==> src/rtl/bn_relu_maxpool.sv <==
// Streaming ReLU + 1-D max-pool stage behind the BN processing element.
// Define BN_RELU_MAXPOOL_RELU_EN to clamp negative samples to zero.
module bn_relu_maxpool #(
  parameter int DATA_W   = 16,
  parameter int CHANNELS = 4,
  parameter int POOL     = 2,
  localparam int CH_W    = (CHANNELS > 1) ? $clog2(CHANNELS) : 1
) (
  input  logic                     clk,
  input  logic                     rst,
  input  logic                     in_valid,
  input  logic signed [DATA_W-1:0] in_data,
  input  logic                     flush,
  output logic                     out_valid,
  output logic signed [DATA_W-1:0] out_data,
  output logic [CH_W-1:0]          out_ch
);

  localparam int WIN_W = (POOL > 1) ? $clog2(POOL) : 1;
  localparam logic [CH_W-1:0]  CH_LAST  = CH_W'(CHANNELS - 1);
  localparam logic [WIN_W-1:0] WIN_LAST = WIN_W'(POOL - 1);

  logic [CH_W-1:0]          ch_cnt;
  logic [WIN_W-1:0]         win_cnt;
  logic signed [DATA_W-1:0] acc [CHANNELS];
  logic signed [DATA_W-1:0] v;
  logic signed [DATA_W-1:0] cur;
  logic signed [DATA_W-1:0] mx;
  logic signed [DATA_W-1:0] res;
  logic                     first;
  logic                     last;

`ifdef BN_RELU_MAXPOOL_RELU_EN
  assign v = in_data[DATA_W-1] ? '0 : in_data;
`else
  assign v = in_data;
`endif

  assign cur   = acc[ch_cnt];
  assign mx    = (cur > v) ? cur : v;
  assign first = (win_cnt == '0);
  assign last  = (win_cnt == WIN_LAST);
  // First sample of a window loads directly, so POOL == 1 echoes v
  assign res   = first ? v : mx;

  always_ff @(posedge clk) begin
    if (rst) begin
      ch_cnt    <= '0;
      win_cnt   <= '0;
      out_valid <= 1'b0;
      out_data  <= '0;
      out_ch    <= '0;
      for (int i = 0; i < CHANNELS; i++)
        acc[i] <= '0;
    end else if (flush) begin
      ch_cnt    <= '0;
      win_cnt   <= '0;
      out_valid <= 1'b0;
    end else begin
      out_valid <= in_valid && last;
      if (in_valid) begin
        acc[ch_cnt] <= res;
        if (last) begin
          out_data <= res;
          out_ch   <= ch_cnt;
        end
        if (ch_cnt == CH_LAST) begin
          ch_cnt  <= '0;
          win_cnt <= last ? '0 : win_cnt + 1'b1;
        end else begin
          ch_cnt <= ch_cnt + 1'b1;
        end
      end
    end
  end

endmodule

==> config.mk <==
export PLATFORM = sky130hd
export DESIGN_NAME = bn_relu_maxpool
export DESIGN_NICKNAME = d
export VERILOG_FILES = /design/src/rtl/bn_relu_maxpool.sv
export SDC_FILE = /design/constraint.sdc
export NUM_CORES = 1
export LEC_CHECK = 0
export ABC_AREA = 1
export BUFFER_PORTS_ARGS = -buffer_cell sky130_fd_sc_hd__buf_4
export CAP_MARGIN = 20
export CORE_MARGIN = 10
export CORE_UTILIZATION = 59
export DETAILED_ROUTE_END_ITERATION = 16
export GPL_ROUTABILITY_DRIVEN = 1
export GPL_TIMING_DRIVEN = 0
export PLACE_DENSITY = 0.84
export SYNTH_ARGS = -nofsm -noshare
export SYNTH_HDL_FRONTEND = slang
export SYNTH_SLANG_ARGS = --single-unit
==> constraint.sdc <==
create_clock -name clk -period 3.25 [get_ports clk]
set_input_delay 0.65 -clock clk [delete_from_list [all_inputs] [get_ports clk]]
set_output_delay 0.65 -clock clk [all_outputs]
set_load 0.05 [all_outputs]
## Yosys cells after proc, flatten, opt, wreduce, memory -nomap -nowiden

Memories as Yosys holds them, arrays and structs flattened. A register that Yosys moved wholly into a read port is not among the register bits.
Cells that the tools add are included.

| storage, ports and cells | value |
|---|---|
| bits in registers | 22 |
| memories | 1 |
| bits in latches | 0 |
| input bits | 20 |
| output and inout bits | 19 |
| logic and storage cells | 31 |
| RAM bits | 64 |
| ROM bits | 0 |

Memory list:

| memory | words | bits a word | rd ports | clocked after Yosys merged registers in | write ports | RTL line | text |
|---|---|---|---|---|---|---|---|
| acc | 4 | 16 | 1 | 1 | 4 | 25 | `logic signed [DATA_W-1:0] acc [CHANNELS];` |

| operators by class | value |
|---|---|
| reduce and logical (&&, ||, !) cells | 5 |
| equality and inequality tests | 1 |
| add/sub/neg operators | 2 |
| div/mod/pow operators | 0 |
| shift-type cells | 0 |
| order comparisons | 1 |
| multiplexer cells | 15 |
| multipliers | 0 |
| bitwise operators | 1 |

Operators by type and width:

| kind | number |
|---|---|
| 16-bit two-way mux | 3 |
| 16-bit greater-than comparator | 1 |
| 16-bit OR reduction | 1 |
| 1-bit two-way mux | 8 |
| 2-bit two-way mux | 4 |
| 3-bit AND reduction | 1 |
| 2-bit by 1-bit adder with 2-bit output (second input constant) | 1 |
| 2-bit equality test (second input constant) | 1 |
| 2-bit AND reduction | 1 |
| 2-bit OR reduction | 1 |
| 1-bit adder (second input constant) | 1 |
| 1-bit logical AND | 1 |
| 1-bit NOT | 1 |

## Depth between registers and ports, before layout

Gate-level depths: netlist of run 1.

| depth | value |
|---|---|
| depth after elaboration | 6 |
| depth in mapped cells | 22 |
| depth with buffers taken out | 20 |

## Worst setup path after synthesis of run 1

No wires, ideal clock.

| path | value |
|---|---|
| path type | reg-to-reg |
| start | reg (tool-made name) |
| end | mem acc[3][10] (data pin) |
| stages on the path, launching flop included | 17 |
| path buffers | 2 |
| data arrival time | 2340 ps |
| clock period less this slack | 2606 ps |
| required time | 2984 ps |
| setup time | 266 ps |
| slack | 644 ps |
| cell sequence | dfxtp_1 -> inv_1 -> clkbuf_1 -> o21ai_0 -> o22ai_1 -> ha_1 -> nand2_1 -> nor2_2 -> nand4_1 -> clkinv_1 -> nand2_2 -> a21oi_4 -> nand2_2 -> buf_6 -> nand2_1 -> and2_4 -> nor2_1 |

RTL lines:

| what | RTL line |
|---|---|
| end, declared | 25 |

==> flow_summary.json, run 1 <==
{
  "ant_nets": 0,
  "ys_seq_area_frac": 0.546,
  "final_hold_viol_count": 0,
  "crit_chain": "clkbuf_2 -> o21ai_0 -> o22ai_1 -> ha_1 -> nand2_1 -> nor2_2 -> nand4_1 -> clkinv_1 -> nand2_2 -> nand2_1 -> nand2_2 -> nand2_2 -> buf_6 -> nand2_1 -> and2_4 -> nor2_1",
  "fin_cells": 637,
  "gp_congestion": 0.881,
  "path_buf_inv": 3,
  "synthToLayoutAreaGrowth_pct": 15.9,
  "htree_levels": 3,
  "synthTopCellsByArea": "edfxtp_1 44%, dfxtp_1 11%, nor2_1 9.0%, nand2_1 5.5%, ha_1 4.8%",
  "clkTransAtPathRegs_ns": 0.10,
  "setup_viol": 0,
  "vdd_drop_max_mv": 0.253,
  "cellInternalPower_w": 0.00171,
  "async_flop_share": 0,
  "start_util": 0.607,
  "worstPathRequired_ns": 3.35,
  "portBuffers": 38,
  "cts_tree": "yes",
  "yosysWarningCount": 0,
  "fin_crit_sh": 0.948,
  "placedCellCount": 619,
  "synth.most_common_cell": "nor2_1",
  "nNetsFinal": 570,
  "status": "finished, final reports clean",
  "grt-ovfl-total": 0,
  "hold_path.class": "reg -> reg",
  "crit_arrival_ns": 3.18,
  "diodes": 0,
  "drive_gt1_frac": 0.190,
  "netlist_area_mm2": 0.00440,
  "worst_pin_slew_ns": 0.991,
  "io_pins": 39,
  "crit_family": "simple AND/OR/NAND/NOR gates",
  "cpPeakStageDelay_ns": 0.39,
  "power_frac_comb": 0.123,
  "crit_path_start_kind": "flip-flop",
  "cts_sinks": 88,
  "report.final.slew_viol_count": 0,
  "grt_max_degree": 17,
  "firstDrtPassIters": 11,
  "synth_nets": 519,
  "coreArea_mm2": 0.00725,
  "clock_path_buffers": 2,
  "p_clk_frac": 0.338,
  "antenna_found_initial": 0,
  "dieHeight_um": 106,
  "root_buffer": "clkbuf_8",
  "critPathMaxFanout": 10,
  "grt_pass1_wl_mm": 17.9,
  "cts_made_buffers": 9,
  "hold_slack_ns": 0.500,
  "period_needed_ns": 3.08,
  "seqPwrFrac": 0.539,
  "yosysUniqueCellTypes": 26,
  "slowest_stage": "dfxtp_2",
  "syn_avg_cell_area_um2": 9.13,
  "worstSkewPairLatency_ns": 0.37,
  "syn_inst": 482,
  "track_usage": 0.200,
  "synth-seq-cells": 88,
  "setup_tns_ns": 0,
  "wl_per_cell_um": 17.6,
  "max_freq_mhz": 325,
  "slew_headroom": 0.339,
  "cts_hold_buf": 0,
  "synth_edf_count": 64,
  "setup.worst_path.end_class": "flip-flop",
  "vias": 3594,
  "leakagePower_nw": 2.25,
  "dp_hpwl_mm": 8.01,
  "swShare": 0.269,
  "grt_pass1_vias": 3694,
  "skew_ns": 0.0130,
  "synth_top_area_cell": "edfxtp_1",
  "drt_iter0_drc": 255,
  "die_width_um": 106,
  "p_sw_w": 0.000627,
  "crit_type": "reg -> reg",
  "drc": 0,
  "maxCapViolCount": 0,
  "dieArea_mm2": 0.0113,
  "ys_top_cells_by_count": "106 x nor2_1, 64 x edfxtp_1, 64 x nand2_1",
  "ys.flop_type": "edfxtp_1",
  "drt-total-wl_mm": 11.2,
  "power_density_mw_per_mm2": 457,
  "routed_via_density": 5.64,
  "rows": 31,
  "post-synth-top-area-fraction": 0.437
}
[sequential cells by signal, summed over array words and instances (netlist names), named ones only]
name / count
out_data: 16
last: 1
out_valid: 1
out_ch: 2
ch_cnt: 2
acc: 64
[power groups by stage]
stage	registers [W]	clock network (W)	logic, W
3_5_place_dp	0.00128	0	0.000270
2_1_floorplan	0.00128	0	0.000179
5_1_grt	0.00126	0.000831	0.000318
6_report	0.00126	0.000788	0.000287
4_1_cts	0.00126	0.000784	0.000275
3_3_place_gp	0.00128	0	0.000255
[layer usage]
metal	vias up	track usage	wire length, µm
li1	1719	-	-
met1	1678	0.230	4320
met2	169	0.348	5640
met3	28	0.0380	893
met4	0	0.103	361
met5	-	0	0
[path summary, 6_finish.rpt]
| check | depth (start not counted) | slack, ns | startpoint | endpoint |
|---|---|---|---|---|
| setup / recovery | 16 | 0.17 | flip-flop | acc[3][13]$_DFFE_PP_ |
| hold / removal | 2 | 0.50 | out_ch[0]$_SDFFE_PP0P_ | out_ch[0]$_SDFFE_PP0P_ |
| setup reg to reg | 16 | 0.17 | flip-flop | acc[3][13]$_DFFE_PP_ |
| hold reg to reg | 2 | 0.50 | out_ch[0]$_SDFFE_PP0P_ | out_ch[0]$_SDFFE_PP0P_ |
[through the flow]
step                 util  setup WS, ns  power (W)  area (µm²)
global route        0.704      -0.00333    0.00241        5100
global placement    0.663        -0.105    0.00153        4810
detailed placement  0.665        -0.103    0.00155        4820
CTS                 0.695       0.00615    0.00232        5040
floorplan               -         0.644    0.00146        4400
finish              0.704         0.170    0.00233        5100
[tightest hold or removal path, delay by kind of cell, from the launching register on]
family                 cells  cell delay [ns]
buffers and inverters      1             0.06
flip-flops                 1             0.34
AO/OA/AOI/OAI              1             0.09
[logic make-up after synthesis]
group	after synthesis	synth area share
and+or+nand+nor	225	0.231
buffers and inverters	69	0.0625
AOI/OAI and AO/OA	83	0.112
DFF	88	0.546
adders and majority gates	17	0.0483
[what timing repair did]
action	CTS	global route
setup buffers	0	2
pin swaps	0	1
resized for setup	9	20
setup endpoints to repair	71	80
[layout make-up]
class / count / area, µm²
Fill cell: 552 / 2150
Buffer: 20 / 111
Clock buffer: 9 / 124
Multi-Input combinational cell: 325 / 1780
Clock inverter: 7 / 80.1
Timing Repair Buffer: 40 / 300
Sequential cell: 88 / 2400
Inverter: 49 / 184
Tap cell: 99 / 124
[placed cells by master (no fill, tap or decap), types with 2 or more instances in the layout]
cell        n
nor2_1    106
buf_6       2
clkbuf_4    4
a21oi_1    10
clkbuf_2    3
dfxtp_1    22
o21ai_1     3
and2_1      6
nand2_2     3
and2_4     10
clkinv_4    2
o21ai_0    35
inv_1      46
nand3_1    22
nand4_1     3
edfxtp_1   64
clkbuf_8    9
clkbuf_1    9
nand3_2    10
o21a_1     16
buf_2       2
o22ai_1     9
ha_1       17
buf_4      40
o22ai_2     6
dfxtp_2     2
clkinv_1    2
nand2_1    64
(Power assumes the default switching activity.)
==> run 2: changes to the inputs <==
RECOVER_POWER = 100   (was not set)
==> run 2 against run 1 <==
Effect of this change:
- fmax is 0.39% lower
- setup slack worse by 0.012 ns
- the run now ends with max-capacitance violations, max-slew violations left
- clock skew hardly changed
- sequential share of layout area is 0.82 points higher
==> flow_summary.json, run 2 (synthesis gave the netlist of run 1 again) <==
{
  "pre_cts_ws_ns": -0.103,
  "start_util": 0.607,
  "setup_ws_ns": 0.157,
  "largest_register_ffs": 64,
  "power_density_mw_per_mm2": 464,
  "nFillCells": 581,
  "dp_hpwl_mm": 8.01,
  "cts_hold_buf": 0,
  "slew_headroom": -0.0891,
  "crit_arrival_ns": 3.20,
  "ant_nets": 0,
  "wl_per_cell_um": 17.7,
  "drt-total-wl_mm": 11.3,
  "top_regs": "acc x64, out_data x16",
  "gp_congestion": 0.881,
  "diodes": 0,
  "drt_iter0_drc": 252,
  "crit_path_start_kind": "flip-flop",
  "skew_ns": 0.0126,
  "nNetsFinal": 570,
  "antenna_found_initial": 0,
  "io_pins": 39,
  "dieArea_mm2": 0.0113,
  "status": "complete, but fails checks",
  "grt_pass1_wl_mm": 17.9,
  "setup_viol": 0,
  "clock_path_buffers": 2,
  "worstSkewPairLatency_ns": 0.37,
  "period_needed_ns": 3.09,
  "grt_max_degree": 17,
  "cts_sinks": 88,
  "track_usage": 0.200,
  "placed_area_mm2": 0.00482,
  "crit_type": "reg -> reg",
  "critPathMaxFanout": 10,
  "grt-ovfl-total": 0,
  "htree_levels": 3,
  "report.final.slew_viol_count": 17,
  "top_register": "acc",
  "cts_tree": "yes",
  "maxCapViolCount": 1,
  "grt_pass1_vias": 3694,
  "hold_path.class": "reg -> reg",
  "die_width_um": 106,
  "violations": "max-capacitance violations, max-slew violations",
  "root_buffer": "clkbuf_8",
  "worst_pin_slew_ns": 1.62,
  "vias": 3625,
  "cpPeakStageDelay_ns": 0.40,
  "portBuffers": 38,
  "multi_input_area_mm2": 0.00177,
  "worstPathRequired_ns": 3.35,
  "vdd_drop_max_mv": 0.254,
  "setup.worst_path.end_class": "flip-flop",
  "final_common_cell": "nor2_1",
  "dieHeight_um": 106,
  "final_hold_viol_count": 0,
  "fin_crit_sh": 0.952,
  "clkTransAtPathRegs_ns": 0.10,
  "crit_chain": "clkbuf_2 -> o21ai_0 -> o22ai_1 -> ha_1 -> nand2_1 -> nor2_2 -> nand4_1 -> clkinv_1 -> nand2_2 -> nand2_1 -> nand2_2 -> nand2_2 -> buf_6 -> nand2_1 -> and2_4 -> nor2_1",
  "max_freq_mhz": 323,
  "routed_via_density": 5.69,
  "drc": 0,
  "synthToLayoutAreaGrowth_pct": 14.0,
  "cts_made_buffers": 9,
  "register_area_mm2": 0.00240,
  "leakagePower_nw": 2.16,
  "utilization": 0.692,
  "firstDrtPassIters": 5,
  "slowest_stage": "dfxtp_2",
  "drive_gt1_frac": 0.151,
  "rows": 31,
  "final_cell_mix": "106 x nor2_1, 64 x nand2_1, 64 x edfxtp_1, 46 x inv_1, 35 x o21ai_0",
  "stdcell_area_mm2": 0.00502,
  "coreArea_mm2": 0.00725
}
run 2: changes by cell type in the layout (fill, tap and decap cells not counted), sizes merged:
cell / previous run / this run
clkbuf: 25 / 46
buf: 44 / 23
run 2: where the power goes:
group / internal, W / switching [W]
Combinational: 0.0000959 / 0.000188
Clock: 0.000364 / 0.000423
Sequential: 0.00124 / 0.0000142
Total: 0.00170 / 0.000625
run 2: through the flow:
step                cells  hold slack, ns  setup TNS (ns)  power (W)
finish                637           0.500               0    0.00233
global placement      619           0.469           -3.46    0.00153
CTS                   635           0.505               0    0.00232
detailed placement    619           0.477           -3.36    0.00155
global route          637           0.544        -0.00492    0.00241
floorplan             482           0.457               0    0.00146
run 2: cell type report:
| class | count | share of cell area |
|---|---|---|
| clock buffers | 9 | 0.0247 |
| clock inverters | 7 | 0.0160 |
| repair buffers | 40 | 0.0442 |
| inverters | 49 | 0.0367 |
| multi-input cells | 325 | 0.352 |
| plain buffers | 20 | 0.0222 |
| well taps | 99 | 0.0247 |
| flip-flops and latches | 88 | 0.479 |
run 2: path summary, 6_finish.rpt:
kind	startpoint	end	slack, ns	cells past startpoint
min	out_ch[0]$_SDFFE_PP0P_	out_ch[0]$_SDFFE_PP0P_	0.50	2
max reg2reg	flip-flop	acc[3][13]$_DFFE_PP_	0.16	16
max	flip-flop	acc[3][13]$_DFFE_PP_	0.16	16
min reg2reg	out_ch[0]$_SDFFE_PP0P_	out_ch[0]$_SDFFE_PP0P_	0.50	2
run 2: timing repair:
item	CTS	global route
pin swaps	0	1
resized for setup	9	20
buffers inserted	0	2
setup endpoints to repair	71	80
run 2: per-layer routing:
layer / vias up / GRT usage / routed length (µm)
met2: 190 / 0.348 / 5680
met3: 26 / 0.0380 / 936
met1: 1697 / 0.230 / 4310
met4: 0 / 0.103 / 351
li1: 1712 / - / -
met5: - / 0 / 0
run 2: critical path, delay by kind of cell (launching register included):
kind	cells	cell delay, ns
and+or+nand+nor	10	1.04
buffers and inverters	3	0.57
AOI/OAI and AO/OA	2	0.47
DFF	1	0.40
adders and majority gates	1	0.30
